### src/rtl/reg_file.sv
// Two-read, one-write register file with hardwired-zero entry 0 and a committed-write counter.
// Optional macro REG_FILE_BYPASS_EN forwards same-cycle write data to the read ports.
module reg_file #(
  parameter int DATA_WIDTH = 32,
  parameter int ADDR_WIDTH = 5
) (
  input  logic                  clk,
  input  logic                  reset,
  input  logic                  wb_RegWrite,
  input  logic [ADDR_WIDTH-1:0] wb_reg,
  input  logic [DATA_WIDTH-1:0] wb_data,
  input  logic [ADDR_WIDTH-1:0] rs_addr,
  input  logic [ADDR_WIDTH-1:0] rt_addr,
  output logic [DATA_WIDTH-1:0] rs_data,
  output logic [DATA_WIDTH-1:0] rt_data,
  output logic [31:0]           wr_count
);

  localparam int NUM_REGS = 1 << ADDR_WIDTH;

  logic [DATA_WIDTH-1:0] regs_q [NUM_REGS];
  logic [DATA_WIDTH-1:0] regs_d [NUM_REGS];
  logic [31:0]           wr_count_q;
  logic [31:0]           wr_count_d;
  logic                  commit;

  // A write commits only when enabled and aimed at a non-zero index.
  assign commit = wb_RegWrite && (wb_reg != '0);

  always_comb begin
    regs_d     = regs_q;
    wr_count_d = wr_count_q;
    if (commit) begin
      regs_d[wb_reg] = wb_data;
      wr_count_d     = wr_count_q + 32'd1;
    end
    regs_d[0] = '0;
  end

  // Reset wins over a simultaneous write, which is dropped and not counted.
  always_ff @(posedge clk) begin
    if (reset) begin
      for (int i = 0; i < NUM_REGS; i++) begin
        regs_q[i] <= '0;
      end
      wr_count_q <= '0;
    end else begin
      regs_q     <= regs_d;
      wr_count_q <= wr_count_d;
    end
  end

`ifdef REG_FILE_BYPASS_EN
  logic bypass_rs;
  logic bypass_rt;

  // Forwarding never applies during reset; index 0 is excluded through commit.
  assign bypass_rs = commit && !reset && (rs_addr == wb_reg);
  assign bypass_rt = commit && !reset && (rt_addr == wb_reg);

  always_comb begin
    rs_data = '0;
    rt_data = '0;
    if (rs_addr != '0) begin
      rs_data = bypass_rs ? wb_data : regs_q[rs_addr];
    end
    if (rt_addr != '0) begin
      rt_data = bypass_rt ? wb_data : regs_q[rt_addr];
    end
  end
`else
  always_comb begin
    rs_data = '0;
    rt_data = '0;
    if (rs_addr != '0) begin
      rs_data = regs_q[rs_addr];
    end
    if (rt_addr != '0) begin
      rt_data = regs_q[rt_addr];
    end
  end
`endif

  assign wr_count = wr_count_q;

endmodule

### config.mk
export PLATFORM = sky130hd
export DESIGN_NAME = reg_file
export DESIGN_NICKNAME = d
export VERILOG_FILES = /design/src/rtl/reg_file.sv
export SDC_FILE = /design/constraint.sdc
export NUM_CORES = 2
export LEC_CHECK = 0
export BUFFER_PORTS_ARGS = -buffer_cell sky130_fd_sc_hd__buf_4
export CORE_MARGIN = 2
export CORE_UTILIZATION = 35
export DETAILED_ROUTE_END_ITERATION = 16
export HOLD_SLACK_MARGIN = 0.15
export SLEW_MARGIN = 25
export SYNTH_ARGS = -nofsm -noshare
export SYNTH_HDL_FRONTEND = slang
export SYNTH_SLANG_ARGS = --single-unit
### constraint.sdc
create_clock -name clk -period 2.7 [get_ports clk]
set_input_delay 0.135 -clock clk [delete_from_list [all_inputs] [get_ports clk]]
set_output_delay 0.135 -clock clk [all_outputs]
set_load 0.02 [all_outputs]
==> impl_metrics.env <==
export IMPL_finalWirelength_um=220000
export IMPL_slew_viol_final=0
export IMPL_layout_common_cells="nand2_1 (2029), a21oi_1 (1066), dfxtp_1 (1024), mux2i_1 (835), buf_4 (394)"
export IMPL_cts_tree="yes"
export IMPL_coreArea_sq_mm=0.147
export IMPL_worstSetupEndpointType="output pin"
export IMPL_port_buffers=145
export IMPL_fp_dieArea_sq_mm=0.151
export IMPL_min_from="wb_reg[3]"
export IMPL_path_class="input port to output pin"
export IMPL_fillers=14726
export IMPL_synth_top_area_cell="dfxtp_1"
export IMPL_postCtsSetupBuffers=0
export IMPL_hpwlAfterDp_um=133000
export IMPL_drc=0
export IMPL_reg2reg_from="wr_count[10]"
export IMPL_yosys_most_used_dff="dfxtp_1"
export IMPL_hold_class="input port to flop"
export IMPL_cts_root_buffer="clkbuf_16"
export IMPL_ctsLongestPathBuffers=3
export IMPL_setup_viol=4
export IMPL_drt_pass1_iterations=8
export IMPL_drive_gt1_frac=0.123
export IMPL_cts_htree_levels=3
export IMPL_grt_pass1_vias=48191
export IMPL_yosysTopAreaCellShare=0.397
export IMPL_worst_pin_slew_ns=0.897
export IMPL_std_cell_rows=141
export IMPL_layout_min_cycle_time_ns=2.76
export IMPL_yosys_warnings=0
export IMPL_r2r_cells=5
export IMPL_ys_ff_latch=1024
export IMPL_cp_max_fo=15
export IMPL_worstHoldEndpoint="regs_q[453]"
export IMPL_grtUsageTotal=0.277
export IMPL_async_reset_ff_frac=0
export IMPL_synthesis_area_sq_mm=0.0517
export IMPL_antenna_found_initial=5
export IMPL_grt_setup_unrepaired="no"
export IMPL_grt_ovfl_total=0
export IMPL_yosysSeqAreaShare=0.397
export IMPL_finalHoldViolCount=0
export IMPL_timing_reg2reg_setup_slack_ns=0.44
export IMPL_dp_cells=8519
export IMPL_drv_cap=0
export IMPL_finalCritPeriodShare=1.02
export IMPL_syn2layout_area_growth_pct=17.1
export IMPL_p_leak_nw=20.7
export IMPL_syn_nets=6834
export IMPL_reg2reg_to="wr_count[31]"
export IMPL_max_slew_margin=0.402
export IMPL_required_ns=2.57
export IMPL_grt_pass1_wl_um=319000
export IMPL_finalSetupTns_ns=-0.156
export IMPL_synth_area_leaders="dfxtp_1 (40%), mux2i_1 (16%), nand2_1 (15%)"
export IMPL_post_dp_cell_area_sq_mm=0.0564
export IMPL_final_area_sq_mm=0.0605
export IMPL_insertion_delay_ns=0.75
export IMPL_arrival_ns=2.62
export IMPL_route_vias_total=52087
export IMPL_dieHeight_um=388
export IMPL_clock_sinks=1024
export IMPL_power_density_mw_per_mm2=556
export IMPL_avgSynthCellArea_sq_um=7.62
export IMPL_drtAntennaViolNets=0
export IMPL_viasPerCell=5.95
export IMPL_cts_buffers=106
export IMPL_netlist_instances=6783
export IMPL_startpoint_type="input port"
export IMPL_grt_max_degree=139
export IMPL_synth_edff_count=0
export IMPL_max_freq_mhz=363
export IMPL_fin_skew_ns=0.0292
export IMPL_fin_cells=8750
export IMPL_status="finished with violations"
export IMPL_die_width_um=388
export IMPL_final_common_cell="nand2_1"
export IMPL_path_clk_slew_ns=0.06
export IMPL_synthDistinctLibCells=44
export IMPL_whs_path_depth=5
export IMPL_drtIter0Drc=7345
export IMPL_initial_core_util=0.351
export IMPL_ir_worst_vdd_mv=0.536
export IMPL_setup_slack_ns=-0.0551
export IMPL_wl_per_cell_um=25.1
export IMPL_violations="negative setup slack"
export IMPL_final_nets=6785
export IMPL_gp_congestion=0.956
export IMPL_ioPinCount=146
sequential cells by signal, indices dropped and copies added (netlist names):
name	cells
regs_q	992
wr_count	32
synthesized netlist by cell type (11+ instances only):
| cell | n |
|---|---|
| nand2_1 | 2062 |
| a21oi_1 | 1066 |
| dfxtp_1 | 1024 |
| mux2i_1 | 835 |
| clkbuf_1 | 587 |
| o22ai_1 | 354 |
| nor2_1 | 170 |
| nor4_1 | 92 |
| nor3_1 | 89 |
| mux2_2 | 65 |
| a211oi_1 | 63 |
| a22oi_1 | 62 |
| buf_2 | 62 |
| o21ai_0 | 50 |
| o21a_1 | 35 |
| a311oi_1 | 34 |
| buf_1 | 19 |
| xnor2_1 | 18 |
| nand3_1 | 13 |
| or2_2 | 11 |
where the power goes:
group	internal, mW	total [mW]	switching (mW)
logic	1.04	3.37	2.33
clock network	8.27	14.9	6.66
registers	15.2	15.3	0.0892
total	24.5	33.6	9.08
layout make-up:
type                       count  area, sq um  share of cell area
sequential                  1024        20500               0.339
tap                         1930         2410              0.0399
inverter                       8         30.0            0.000496
multi-input combinational   5083        29200               0.483
clock buffer                 151         3020              0.0499
antenna                        2         5.00           0.0000827
timing repair buffer         511         4890              0.0808
clock inverter                41          414             0.00685
kinds of logic after synthesis:
family / count (synthesis) / synth area share
simple gates: 2489 / 0.192
compound gates: 1671 / 0.181
flops: 1024 / 0.397
mux: 900 / 0.176
buf+inv: 676 / 0.0506
xor+xnor: 22 / 0.00373
fa+ha+maj: 1 / 0.000242
worst max-delay path, cell delays in order:
cell and delay, ns:
buf_4 0.27, nand2b_1 0.18, or2_2 0.29, buf_4 0.36, nor2_1 0.10, nor4_1 0.72
buf_4 0.23, a211oi_1 0.11, buf_4 0.19
stage by stage:
step,worst slack (ns),power [mW],hold WS (ns),utilization
finish,-0.0551,33.6,0.251,0.411
global route,0.00488,34.4,0.271,0.411
CTS,0.00717,33.6,0.205,0.410
detailed placement,-0.231,18.8,0.458,0.383
global placement,-0.198,18.8,0.448,0.383
floorplan,0.573,17.4,0.271,-
worst max path at each step:
stage / start / endpoint / cells after the start
after floorplan: wr_count[6] / wr_count[31] / 6
after global placement: rs_addr[2] / rs_data[0] / 9
after detailed placement: rs_addr[2] / rs_data[0] / 9
after CTS: regs_q[203] / rt_data[11] / 5
after global routing: rs_addr[2] / rs_data[27] / 10
final: rs_addr[2] / rs_data[3] / 9
layer usage:
metal  wire (um)  up-vias  GRT usage
li1            -    23305          -
met1       87700    24882      0.361
met2       96300     3152      0.426
met5          54        -          0
met4       12900        8      0.161
met3       22700      740     0.0533
what timing repair did:
| action | 4_1_cts | 5_1_grt |
|---|---|---|
| hold buffers | 37 | 0 |
| endpoints found under the setup margin | 19 | 23 |
| resized for setup | 25 | 23 |
| gates cloned | 0 | 0 |
| hold endpoints to repair | 1024 | 0 |
Note: power is estimated with default switching activity, not from simulation.
